File: src/rtl/display_request_arbiter_if.sv
// Display request bus: requesters and the 7-segment driver on one side,
// the display arbiter on the other.
// The arbiter connects through the slave modport; the environment
// (requesters plus driver) uses the master modport.
interface display_request_arbiter_if #(
    parameter int N_REQ = 3,
    parameter int WIDTH = 32
);
    localparam int ID_W = (N_REQ > 1) ? $clog2(N_REQ) : 1;

    logic [N_REQ-1:0]       REQ;
    logic [N_REQ*WIDTH-1:0] BIN_REQ;
    logic [N_REQ-1:0]       GRANT;
    logic [WIDTH-1:0]       BIN_OUT;
    logic                   DEC_TRIGGER;
    logic                   DEC_DONE;
    logic [ID_W-1:0]        ACTIVE_ID;
    logic                   BUSY;
    logic                   TIMEOUT_ERR;

    modport slave (
        input  REQ, BIN_REQ, DEC_DONE,
        output GRANT, BIN_OUT, DEC_TRIGGER, ACTIVE_ID, BUSY, TIMEOUT_ERR
    );

    modport master (
        output REQ, BIN_REQ, DEC_DONE,
        input  GRANT, BIN_OUT, DEC_TRIGGER, ACTIVE_ID, BUSY, TIMEOUT_ERR
    );
endinterface

File: src/rtl/display_request_arbiter.sv
// display_request_arbiter: shares one 7-segment driver among N_REQ requesters.
// It grants one requester, latches its value onto BIN_OUT, and pulses
// DEC_TRIGGER. It then waits for DEC_DONE, or for a timeout, and holds the
// value for MIN_HOLD cycles before it serves the next requester.
// Optional build macro DISP_ARB_FIXED_PRIO_EN: when it is defined, the
// lowest requesting index always wins. By default the arbiter uses round
// robin with a rotating pointer.
module display_request_arbiter #(
    parameter int N_REQ    = 3,
    parameter int WIDTH    = 32,
    parameter int MIN_HOLD = 16,
    parameter int TIMEOUT  = 64
) (
    input  logic                       CLK,
    input  logic                       RESET,
    display_request_arbiter_if.slave   bus
);
    localparam int ID_W   = (N_REQ > 1) ? $clog2(N_REQ) : 1;
    localparam int WCNT_W = $clog2(TIMEOUT + 1);
    localparam int HCNT_W = $clog2(MIN_HOLD + 1);
    localparam logic [N_REQ-1:0] ONE_HOT_LSB = N_REQ'(1);

    typedef enum logic [1:0] {
        S_IDLE = 2'd0,
        S_TRIG = 2'd1,
        S_WAIT = 2'd2,
        S_HOLD = 2'd3
    } state_t;

    state_t              r_state;
    logic [N_REQ-1:0]    r_grant;
    logic [WIDTH-1:0]    r_bin_out;
    logic                r_dec_trigger;
    logic [ID_W-1:0]     r_active_id;
    logic                r_busy;
    logic                r_timeout_err;
    logic [WCNT_W-1:0]   r_wait_cnt;
    logic [HCNT_W-1:0]   r_hold_cnt;

    logic [ID_W-1:0]     w_winner;
    logic                w_found;
    logic [N_REQ-1:0]    w_onehot;
    logic [WIDTH-1:0]    w_bin_sel;

`ifdef DISP_ARB_FIXED_PRIO_EN
    // Fixed priority: scan downward so the lowest asserted index overwrites last.
    always_comb begin
        w_winner = '0;
        for (int i = N_REQ - 1; i >= 0; i--) begin
            w_winner = bus.REQ[i] ? ID_W'(i) : w_winner;
        end
    end
`else
    logic [ID_W-1:0]     r_rr_ptr;
    logic [ID_W-1:0]     w_next_ptr;
    int                  w_rr_idx;

    // Round robin: the first asserted request at or above the pointer wins; the search wraps at N_REQ-1.
    always_comb begin
        w_winner = '0;
        w_rr_idx = 0;
        for (int off = N_REQ - 1; off >= 0; off--) begin
            w_rr_idx = ((int'(r_rr_ptr) + off) >= N_REQ) ? (int'(r_rr_ptr) + off - N_REQ)
                                                         : (int'(r_rr_ptr) + off);
            w_winner = bus.REQ[w_rr_idx] ? ID_W'(w_rr_idx) : w_winner;
        end
    end

    assign w_next_ptr = (w_winner == ID_W'(N_REQ - 1)) ? '0 : (w_winner + ID_W'(1));

    // The pointer moves to the requester after the one just granted, so it passes over idle requesters.
    always_ff @(posedge CLK or negedge RESET) begin
        if (!RESET) begin
            r_rr_ptr <= '0;
        end else if ((r_state == S_IDLE) && w_found) begin
            r_rr_ptr <= w_next_ptr;
        end else begin
            r_rr_ptr <= r_rr_ptr;
        end
    end
`endif

    assign w_found   = |bus.REQ;
    assign w_onehot  = ONE_HOT_LSB << w_winner;
    assign w_bin_sel = bus.BIN_REQ[int'(w_winner) * WIDTH +: WIDTH];

    // Main control FSM. Every output comes from a register, and REQ is looked at only in IDLE.
    always_ff @(posedge CLK or negedge RESET) begin
        if (!RESET) begin
            r_state       <= S_IDLE;
            r_grant       <= '0;
            r_bin_out     <= '0;
            r_dec_trigger <= 1'b0;
            r_active_id   <= '0;
            r_busy        <= 1'b0;
            r_timeout_err <= 1'b0;
            r_wait_cnt    <= '0;
            r_hold_cnt    <= '0;
        end else begin
            case (r_state)
                S_IDLE: begin
                    if (w_found) begin
                        r_grant     <= w_onehot;
                        r_bin_out   <= w_bin_sel;
                        r_active_id <= w_winner;
                        r_busy      <= 1'b1;
                        r_state     <= S_TRIG;
                    end else begin
                        r_grant     <= '0;
                    end
                end
                // DEC_DONE seen here is left over from the previous conversion and is not examined.
                S_TRIG: begin
                    r_grant       <= '0;
                    r_dec_trigger <= 1'b1;
                    r_wait_cnt    <= '0;
                    r_state       <= S_WAIT;
                end
                // Done is checked before the timeout, so a done on the timeout cycle wins.
                S_WAIT: begin
                    r_dec_trigger <= 1'b0;
                    if (bus.DEC_DONE) begin
                        r_hold_cnt <= HCNT_W'(MIN_HOLD);
                        r_state    <= S_HOLD;
                    end else if (r_wait_cnt == WCNT_W'(TIMEOUT - 1)) begin
                        r_timeout_err <= 1'b1;
                        r_hold_cnt    <= HCNT_W'(MIN_HOLD);
                        r_state       <= S_HOLD;
                    end else begin
                        r_wait_cnt <= r_wait_cnt + WCNT_W'(1);
                    end
                end
                S_HOLD: begin
                    if (r_hold_cnt <= HCNT_W'(1)) begin
                        r_hold_cnt <= '0;
                        r_busy     <= 1'b0;
                        r_state    <= S_IDLE;
                    end else begin
                        r_hold_cnt <= r_hold_cnt - HCNT_W'(1);
                    end
                end
                default: begin
                    r_grant       <= '0;
                    r_dec_trigger <= 1'b0;
                    r_busy        <= 1'b0;
                    r_state       <= S_IDLE;
                end
            endcase
        end
    end

    assign bus.GRANT       = r_grant;
    assign bus.BIN_OUT     = r_bin_out;
    assign bus.DEC_TRIGGER = r_dec_trigger;
    assign bus.ACTIVE_ID   = r_active_id;
    assign bus.BUSY        = r_busy;
    assign bus.TIMEOUT_ERR = r_timeout_err;
endmodule

File: src/flat_wrapper.sv
// flat-port wrapper written by rule: the top's interface ports become plain ports
module display_request_arbiter_flat 
#(
    parameter int N_REQ    = 3,
    parameter int WIDTH    = 32,
    parameter int MIN_HOLD = 16,
    parameter int TIMEOUT  = 64
)
  (CLK, RESET, bus_REQ, bus_BIN_REQ, bus_DEC_DONE, bus_GRANT, bus_BIN_OUT, bus_DEC_TRIGGER, bus_ACTIVE_ID, bus_BUSY, bus_TIMEOUT_ERR);
  display_request_arbiter_if #(.N_REQ(N_REQ), .WIDTH(WIDTH)) bus_i ();
  input  logic CLK;
  input  logic RESET;
  input wire logic [$bits(bus_i.REQ)-1:0] bus_REQ;
  input wire logic [$bits(bus_i.BIN_REQ)-1:0] bus_BIN_REQ;
  input wire logic [$bits(bus_i.DEC_DONE)-1:0] bus_DEC_DONE;
  output wire logic [$bits(bus_i.GRANT)-1:0] bus_GRANT;
  output wire logic [$bits(bus_i.BIN_OUT)-1:0] bus_BIN_OUT;
  output wire logic [$bits(bus_i.DEC_TRIGGER)-1:0] bus_DEC_TRIGGER;
  output wire logic [$bits(bus_i.ACTIVE_ID)-1:0] bus_ACTIVE_ID;
  output wire logic [$bits(bus_i.BUSY)-1:0] bus_BUSY;
  output wire logic [$bits(bus_i.TIMEOUT_ERR)-1:0] bus_TIMEOUT_ERR;
  assign bus_i.REQ = bus_REQ;
  assign bus_i.BIN_REQ = bus_BIN_REQ;
  assign bus_i.DEC_DONE = bus_DEC_DONE;
  assign bus_GRANT = bus_i.GRANT;
  assign bus_BIN_OUT = bus_i.BIN_OUT;
  assign bus_DEC_TRIGGER = bus_i.DEC_TRIGGER;
  assign bus_ACTIVE_ID = bus_i.ACTIVE_ID;
  assign bus_BUSY = bus_i.BUSY;
  assign bus_TIMEOUT_ERR = bus_i.TIMEOUT_ERR;
  display_request_arbiter #(.N_REQ(N_REQ), .WIDTH(WIDTH), .MIN_HOLD(MIN_HOLD), .TIMEOUT(TIMEOUT)) u_core (.CLK(CLK), .RESET(RESET), .bus(bus_i));
endmodule
File: config.mk
export PLATFORM = sky130hd
export DESIGN_NAME = display_request_arbiter_flat
export DESIGN_NICKNAME = d
export VERILOG_FILES = /design/src/rtl/display_request_arbiter_if.sv /design/src/rtl/display_request_arbiter.sv /design/src/flat_wrapper.sv
export SDC_FILE = /design/constraint.sdc
export NUM_CORES = 1
export LEC_CHECK = 0
export CAP_MARGIN = 20
export CORE_UTILIZATION = 35
export DETAILED_ROUTE_END_ITERATION = 12
export MAX_ROUTING_LAYER = met4
export PLACE_DENSITY_LB_ADDON = 0.1
export RECOVER_POWER = 25
export SLEW_MARGIN = 0
export SYNTH_ARGS = -nofsm -noshare
export SYNTH_HDL_FRONTEND = slang
export SYNTH_SLANG_ARGS = --single-unit
export TNS_END_PERCENT = 30
File: constraint.sdc
create_clock -name CLK -period 5.55 [get_ports CLK]
set_input_delay 0.555 -clock CLK [delete_from_list [all_inputs] [get_ports CLK]]
set_output_delay 0.555 -clock CLK [all_outputs]
set_load 0.01 [all_outputs]
==> results of run 1 <==
## cells in the mapped netlist (2+ instances only)
cell type and number:
nor2b_1 6, mux2_2 3, inv_1 9, nand2b_1 3, a22o_1 2, and3_1 2, o21ai_0 11, a21oi_1 23
nor3_1 3, buf_6 9, o31ai_1 4, ha_1 10, buf_2 5, o2bb2ai_1 33, nand2_1 21, nand4_1 2
nor2_1 40, dlygate4sd1_1 2, o21ba_2 2, dfrtp_1 56, a21oi_2 15, o311ai_0 2, o22ai_1 4, clkbuf_1 3
a21o_1 5, and2_1 2, mux2i_1 35, nand3_1 8
## layout make-up
cell class              count  share of cell area (%)
well taps                 129                    3.28
clock buffers               7                    1.75
clock inverters             1                   0.153
repair buffers            146                    29.7
multi-input cells         249                    35.9
inverters                  10                   0.763
flip-flops and latches     56                    28.5
## registers in the layout (all words and copies together) (netlist names)
register / cells
u_core.bus.BUSY: 1
u_core.bus.BIN_OUT: 32
u_core.bus.ACTIVE_ID: 2
u_core.r_rr_ptr: 2
u_core.bus.DEC_TRIGGER: 1
u_core.r_state: 2
u_core.bus.TIMEOUT_ERR: 1
u_core.r_wait_cnt: 7
u_core.r_hold_cnt: 5
u_core.bus.GRANT: 3
## cell families (layout without fill, tap and decap cells)
logic type	Yosys count	count (layout)	share of synthesized area, %
AO/OA/AOI/OAI	112	112	25.3
buffers and inverters	31	164	6.31
multiplexers	38	38	11.4
flip-flops	56	56	41.6
AND/OR/NAND/NOR	89	89	11.7
adder cells (fa/ha/maj)	10	10	3.71
## routing by layer
metal	global-route usage (%)	up-vias	part of all wire, %
met5	-	-	0
li1	-	1491	-
met3	3.41	6	6.2
met1	23.5	1456	43
met2	34.3	99	50
met4	3.79	0	0.70
## power by group through the flow
stage / Combinational, mW / Sequential, mW / Clock [mW]
2_1_floorplan: 0.850 / 0.740 / 0
3_3_place_gp: 1.38 / 0.693 / 0
3_5_place_dp: 1.40 / 0.699 / 0
4_1_cts: 1.41 / 0.690 / 0.247
5_1_grt: 1.54 / 0.711 / 0.257
6_report: 1.41 / 0.689 / 0.237
## per-stage QoR
| step | total power, mW | std cells | area, sq um | utilization [%] |
|---|---|---|---|---|
| 3_5_place_dp | 2.10 | 589 | 4800 | 51.7 |
| 2_1_floorplan | 1.59 | 336 | 3370 | - |
| 3_3_place_gp | 2.07 | 589 | 4800 | 51.7 |
| 5_1_grt | 2.51 | 598 | 4920 | 53.0 |
| 4_1_cts | 2.34 | 597 | 4900 | 52.7 |
| 6_report | 2.34 | 598 | 4920 | 53.0 |
## final timing paths
kind,end,slack [ps],depth (start not counted)
max,u_core.bus.BIN_OUT[21],2420,2
min,u_core.bus.ACTIVE_ID[0],490,1
max reg2reg,u_core.bus.BIN_OUT[1],2690,8
min reg2reg,u_core.bus.ACTIVE_ID[0],490,1
max in group CLK,u_core.bus.BIN_OUT[1],2690,8
min in group asynchronous,u_core.bus.BIN_OUT[11],1360,2
==> impl_metrics.json, run 1 <==
{
  "outcome": "finished with violations",
  "failed_checks": "capacitance limit, slew limit",
  "timing.hold.ws_ps": 488,
  "p_switching_uw": 990,
  "endpoint_kind": "asynchronous set/reset pin",
  "vias_per_cell": 5.10,
  "pin_count": 142,
  "chipHeight_um": 100,
  "final_hold_viol_count": 0,
  "multi_input_area_sq_mm": 0.00177,
  "crit_slowest_cell": "clkbuf_1",
  "track_usage_pct": 19.5,
  "path_clk_slew_ps": 90,
  "cts_buffers": 5,
  "drtIter0Drc": 98,
  "drt_first_pass_iters": 4,
  "finalSetupViolations": 0,
  "ant_nets": 0,
  "max-cap-violations": 1,
  "arrival_ps": 2860,
  "rsz0062_at_grt": "no",
  "min_period_ps": 3130,
  "worstPathMaxFanout": 56,
  "wirelength_mm": 9.76,
  "grt_pass1_wl_mm": 14.9,
  "fin_ws_ps": 2420,
  "seq_area_frac_synth_pct": 41.6,
  "portBuffers": 141,
  "postCtsSetupBuffers": 0,
  "coreArea_sq_mm": 0.00928,
  "cts.sink_count": 56,
  "cts_tree": "built",
  "grt_max_degree": 57,
  "max_freq_mhz": 320,
  "overflow": 0,
  "setup-tns-final_ps": 0,
  "hold_buffers": 0,
  "synthesis.instances": 336,
  "syn_area_per_cell_sq_um": 10.0,
  "synth_edf_count": 0,
  "cts_resized": 0,
  "p_per_area_mw_per_mm2": 475,
  "p_leak_nw": 1.92,
  "power_frac_comb_pct": 60.4,
  "min_from": "u_core.bus.ACTIVE_ID[0]",
  "die-area_sq_mm": 0.0100,
  "die_w_um": 100,
  "netlist-cell-type-count": 44,
  "synth_seq_cells": 56,
  "vias": 3052,
  "cp_top_family": "buffers and inverters",
  "rr_startpoint": "u_core.r_rr_ptr[1]",
  "fin_skew_ps": 12.2,
  "rows": 35,
  "drive_gt1_share_pct": 8.10,
  "hpwl_mm": 7.03,
  "synth_top_area_share_pct": 41.6,
  "crit_start": "RESET",
  "cpPeakStageDelay_ps": 2190,
  "mostFrequentLayoutCells": "clkdlybuf4s50_1, dfrtp_1, nor2_1",
  "grt_pass1_vias": 2929,
  "crit_chain": "buf_2 > clkbuf_1",
  "nets": 580,
  "worst_slew_pin_slew_ps": 3110,
  "synth_area_sq_mm": 0.00337,
  "fill_cells": 867,
  "ys_dominant_reg_cell": "dfrtp_1",
  "swShare_pct": 42.3,
  "p_clk_share_pct": 10.1,
  "yosysWarnings": 0,
  "pwr-share-seq_pct": 29.5,
  "antenna_found_initial": 0,
  "maxSlewHeadroom_pct": -108,
  "ctsLongestPathBuffers": 2,
  "clockRootBuffer": "clkbuf_8",
  "crit_buf_inv": 2,
  "p_int_mw": 1.35,
  "clkLatencyLatePin_ps": 300,
  "ir_worst_vdd_v": 0.000195,
  "start_util_pct": 36.3,
  "path_class": "primary input to asynchronous set/reset pin",
  "start_kind": "primary input",
  "synth_largest_area_cell": "dfrtp_1",
  "ff_latch_area_sq_mm": 0.00140,
  "post_drt_wl_per_cell_um": 16.3,
  "hold_class": "flip-flop to flip-flop",
  "clock_tree.htree_level_count": 2,
  "synth.area.top_cells": "dfrtp_1, mux2i_1, o2bb2ai_1",
  "gp_congestion": 0.837,
  "synth-async-reset-ratio_pct": 100,
  "slew_violations": 57,
  "drc": 0,
  "num_antenna_cells": 0,
  "final_common_cell": "clkdlybuf4s50_1",
  "place_ws_ps": 2230,
  "syn_nets": 448,
  "cp.required_ps": 5280,
  "area_delta_synth_final_pct": 46.1,
  "fin_crit_sh_pct": 56.3
}
No activity file was read; power rests on OpenSTA's default activity.
==> run 2, diff against run 1 <==
- clock period: 5.55 -> 3 ns (I/O delays scaled with it)
==> run 2 against run 1 <==
Effect of this change:
- the run now ends clean
- die area unchanged
- routed wire length is 1.4% lower
- clock power up 130%
- utilization rose by 0.43 points
- sequential power grew 83%
- critical path depth rose by 6
- highest routed layer unchanged
==> impl_metrics.json, run 2 (same netlist as run 1, synthesis figures left out) <==
{
  "outcome": "completed",
  "max-cap-violations": 0,
  "max_freq_mhz": 437,
  "p_leak_nw": 1.95,
  "vias": 3075,
  "multi_input_area_sq_mm": 0.00177,
  "maxSlewHeadroom_pct": 5.98,
  "start_util_pct": 36.3,
  "ir_worst_vdd_v": 0.000479,
  "arrival_ps": 2490,
  "mostFrequentLayoutCells": "clkdlybuf4s50_1, dfrtp_1, nor2_1",
  "cts_resized": 0,
  "endpoint_kind": "flip-flop",
  "worst_slew_pin_slew_ps": 1410,
  "final_hold_viol_count": 0,
  "fill_cells": 853,
  "use_met3_pct": 3.20,
  "ant_nets": 0,
  "p_clk_share_pct": 12.2,
  "gp_congestion": 0.895,
  "drc": 0,
  "final_common_cell": "clkdlybuf4s50_1",
  "p_switching_mw": 1.83,
  "path_clk_slew_ps": 110,
  "grt_max_degree": 55,
  "cts.sink_count": 56,
  "worstPathMaxFanout": 19,
  "antenna_found_initial": 0,
  "coreArea_sq_mm": 0.00928,
  "num_antenna_cells": 0,
  "post_drt_wl_per_cell_um": 16.0,
  "ctsLongestPathBuffers": 2,
  "overflow": 0,
  "power_frac_comb_pct": 59.0,
  "p_int_mw": 2.57,
  "finalSetupViolations": 0,
  "largest_reg_flops": 32,
  "path_class": "flip-flop to flip-flop",
  "pwr-share-seq_pct": 28.8,
  "crit_path_end": "u_core.bus.BIN_OUT[4]",
  "fin_skew_ps": 10.9,
  "die-area_sq_mm": 0.0100,
  "start_kind": "flip-flop",
  "crit_start": "u_core.r_rr_ptr[0]",
  "clockRootBuffer": "clkbuf_8",
  "hold_class": "primary input to asynchronous set/reset pin",
  "clock_tree.htree_level_count": 2,
  "rr_startpoint": "u_core.r_rr_ptr[0]",
  "postLayoutCellArea_sq_mm": 0.00496,
  "wirelength_mm": 9.62,
  "fin_ws_ps": 711,
  "met2_usage_pct": 34.0,
  "cts_buffers": 5,
  "reg2reg_to": "u_core.bus.BIN_OUT[4]",
  "vias_per_cell": 5.11,
  "grtUsageMet1_pct": 24.0,
  "ff2ff_path_depth": 8,
  "rsz0062_at_grt": "no",
  "die_w_um": 100,
  "cts_tree": "built",
  "postPlaceCellArea_sq_mm": 0.00483,
  "cp.required_ps": 3200,
  "setup-tns-final_ps": 0,
  "track_usage_pct": 19.7,
  "drt_first_pass_iters": 4,
  "pin_count": 142,
  "min_period_ps": 2290,
  "p_per_area_mw_per_mm2": 886,
  "postCtsSetupBuffers": 0,
  "nets": 584,
  "drtIter0Drc": 57,
  "drive_gt1_share_pct": 8.88,
  "grt_pass1_wl_mm": 15.0,
  "hold_buffers": 1,
  "place_ws_ps": 515,
  "chipHeight_um": 100,
  "swShare_pct": 41.6,
  "power_mw": 4.40,
  "fin_crit_sh_pct": 76.3,
  "rows": 35,
  "ff_latch_area_sq_mm": 0.00140,
  "clkLatencyLatePin_ps": 310,
  "area_delta_synth_final_pct": 47.3,
  "portBuffers": 141,
  "grt_pass1_vias": 3037,
  "busiest_layer": "met2",
  "fin_util_pct": 53.4,
  "ff2ff_setup_slack_ps": 710,
  "hpwl_mm": 7.15,
  "slew_violations": 0
}
-- run 2: final cells by class --
class / instances / share of cell area [%]
Clock buffer: 6 / 1.66
Clock inverter: 2 / 0.782
Inverter: 10 / 0.757
Multi-Input combinational cell: 249 / 35.6
Sequential cell: 56 / 28.2
Tap cell: 129 / 3.25
Timing Repair Buffer: 150 / 29.7
-- run 2: worst min path at each step --
stage	from	end	slack, ps
floorplan	RESET	u_core.bus.ACTIVE_ID[0]	4
global placement	RESET	u_core.bus.BIN_OUT[12]	90
detailed placement	RESET	u_core.bus.BIN_OUT[11]	90
CTS	RESET	u_core.bus.BIN_OUT[11]	300
global route	RESET	u_core.bus.BIN_OUT[12]	320
finish	RESET	u_core.bus.BIN_OUT[11]	310
-- run 2: per-layer routing --
metal | vias to the layer above | wire length, um
met4 | 0 | 110
met2 | 91 | 4770
met5 | - | 0
met1 | 1482 | 4190
met3 | 10 | 549
li1 | 1492 | -
-- run 2: per-stage QoR --
step,std cells,hold WS [ps]
5_1_grt,602,320
6_report,602,312
3_3_place_gp,593,93.9
2_1_floorplan,336,4.41
3_5_place_dp,593,92.4
4_1_cts,602,299
-- run 2: power groups by stage --
stage / clock [mW] / sequential [mW] / combinational, mW
after floorplan: 0 / 1.37 / 1.57
after detailed placement: 0 / 1.29 / 2.62
after global routing: 0.573 / 1.31 / 2.85
after CTS: 0.551 / 1.27 / 2.63
final: 0.536 / 1.26 / 2.60
after global placement: 0 / 1.28 / 2.57
-- run 2: critical path, stage by stage, from the launching register on --
cell,delay [ps]
dfrtp_1,390
inv_1,80
ha_1,330
nor2b_1,190
o2111ai_1,180
a31oi_4,230
buf_4,340
mux2i_1,340
a21oi_2,90
==> run 3, diff against run 2 <==
- clock period: 3 -> 1.89 ns (I/O delays scaled with it)
==> run 3 against run 2 <==
Effect of this change:
- setup slack lost 840 ps
- sequential cell count is the same
- clock power grew 48%
- critical path depth grew 1
- clock skew is essentially flat
- largest power group unchanged
- sequential power grew 61%
- the flow now finishes with violations (setup timing)
- first-iteration DRC count grew to 2.7 times the previous value
- combinational power grew 95%
- die area is the same
- final area grew 9.1%
- via count grew 3.8%
- maximum frequency grew 13%
==> impl_metrics.json, run 3 (same netlist as run 1, synthesis figures left out) <==
{
  "outcome": "finished with violations",
  "failed_checks": "setup timing",
  "clkLatencyLatePin_ps": 310,
  "hpwl_mm": 7.64,
  "power_frac_comb_pct": 64.2,
  "drive_gt1_share_pct": 17.6,
  "num_antenna_cells": 0,
  "place_ws_ps": -172,
  "grt_max_degree": 28,
  "p_per_area_mw_per_mm2": 1460,
  "cts.sink_count": 56,
  "chipHeight_um": 100,
  "power_mw": 7.89,
  "grt_pass1_wl_mm": 16.4,
  "portBuffers": 141,
  "die-area_sq_mm": 0.0100,
  "coreArea_sq_mm": 0.00928,
  "met2_usage_pct": 36.8,
  "clock_tree.htree_level_count": 2,
  "pin_count": 142,
  "busiest_layer": "met2",
  "nets": 605,
  "wirelength_mm": 10.7,
  "ctsLongestPathBuffers": 2,
  "post_drt_wl_per_cell_um": 17.1,
  "fin_skew_ps": 10.7,
  "vias_per_cell": 5.12,
  "die_w_um": 100,
  "use_met3_pct": 3.83,
  "ir_worst_vdd_v": 0.000852,
  "fin_ws_ps": -128,
  "mostFrequentLayoutCells": "clkdlybuf4s50_1, dfrtp_1, nor2_1",
  "p_switching_mw": 3.15,
  "ant_nets": 0,
  "path_class": "flip-flop to flip-flop",
  "cts_buffers": 5,
  "gp_congestion": 0.799,
  "cp.required_ps": 2090,
  "swShare_pct": 40.0,
  "rows": 35,
  "antenna_found_initial": 0,
  "arrival_ps": 2220,
  "fin_crit_sh_pct": 107,
  "p_clk_share_pct": 10.1,
  "drtIter0Drc": 154,
  "final_common_cell": "clkdlybuf4s50_1",
  "p_int_mw": 4.73,
  "place_inst": 607,
  "worst_slew_pin_slew_ps": 1360,
  "cts_tree": "built",
  "p_leak_nw": 2.10,
  "start_kind": "flip-flop",
  "pwr-share-seq_pct": 25.7,
  "overflow": 0,
  "postLayoutCellArea_sq_mm": 0.00541,
  "postPlaceCellArea_sq_mm": 0.00504,
  "endpoint_kind": "flip-flop",
  "largest_reg_flops": 32,
  "max-cap-violations": 0,
  "final_hold_viol_count": 0,
  "drc": 0,
  "fin_cells": 623,
  "maxSlewHeadroom_pct": 9.39,
  "grtUsageMet1_pct": 26.2,
  "area_delta_synth_final_pct": 60.7,
  "track_usage_pct": 21.5,
  "rsz0062_at_grt": "yes",
  "fin_util_pct": 58.3,
  "timing.hold.ws_ps": 491,
  "drt_first_pass_iters": 4,
  "slew_violations": 0,
  "min_period_ps": 2020,
  "grt_pass1_vias": 3226,
  "max_freq_mhz": 495,
  "start_util_pct": 36.3,
  "setup-tns-final_ps": -3000,
  "finalSetupViolations": 33,
  "clockRootBuffer": "clkbuf_8",
  "path_clk_slew_ps": 110,
  "worstPathMaxFanout": 8,
  "vias": 3191,
  "hold_class": "flip-flop to flip-flop"
}
[run 3: repair_timing]
| item | 4_1_cts | 5_1_grt |
|---|---|---|
| hold endpoints to repair | 20 | 0 |
| setup buffers | 4 | 1 |
| endpoints found under the setup margin | 36 | 40 |
| gates resized for setup | 15 | 19 |
| cloned | 1 | 1 |
| pin swaps | 6 | 4 |
| hold buffers | 1 | 0 |
[run 3: layout make-up]
| class | instances | area [sq um] |
|---|---|---|
| Sequential cell | 56 | 1400 |
| Multi-Input combinational cell | 249 | 1930 |
| Inverter | 10 | 37.5 |
| Fill cell | 831 | 3870 |
| Clock inverter | 2 | 35.0 |
| Clock buffer | 6 | 72.6 |
| Tap cell | 129 | 161 |
| Timing Repair Buffer | 171 | 1780 |
[run 3: path summary, 6_finish.rpt]
path / startpoint / end / slack (ps) / cells after the start
worst max-delay path: u_core.r_rr_ptr[0] / u_core.bus.BIN_OUT[3] / -130 / 9
worst min-delay path: u_core.bus.ACTIVE_ID[0] / u_core.bus.ACTIVE_ID[0] / 490 / 1
worst max register to register: u_core.r_rr_ptr[0] / u_core.bus.BIN_OUT[3] / -130 / 9
worst min register to register: u_core.bus.ACTIVE_ID[0] / u_core.bus.ACTIVE_ID[0] / 490 / 1
max in group asynchronous: RESET / u_core.bus.BIN_OUT[27] / 310 / 3
min in group asynchronous: RESET / u_core.bus.ACTIVE_ID[1] / 700 / 2
[run 3: worst max-delay path, stage by stage, from the launching register on]
cell	delay [ps]
dfrtp_1	400
buf_4	150
ha_4	180
a21oi_2	150
nand4_1	150
a31oi_4	260
buf_12	150
clkbuf_16	160
mux2i_2	240
a21oi_2	70
[run 3: power groups by stage]
stage               combinational [mW]  clock [mW]  sequential [mW]
floorplan                         2.53           0             2.18
global placement                  4.48           0             2.04
detailed placement                4.56           0             2.06
CTS                               4.90       0.826             2.03
global route                      5.48       0.859             2.09
finish                            5.06       0.793             2.03
[run 3: routing by layer]
| metal | part of all wire (%) | up-vias |
|---|---|---|
| li1 | - | 1541 |
| met1 | 43 | 1533 |
| met2 | 50 | 104 |
| met3 | 5.7 | 13 |
| met4 | 1.4 | 0 |
| met5 | 0 | - |
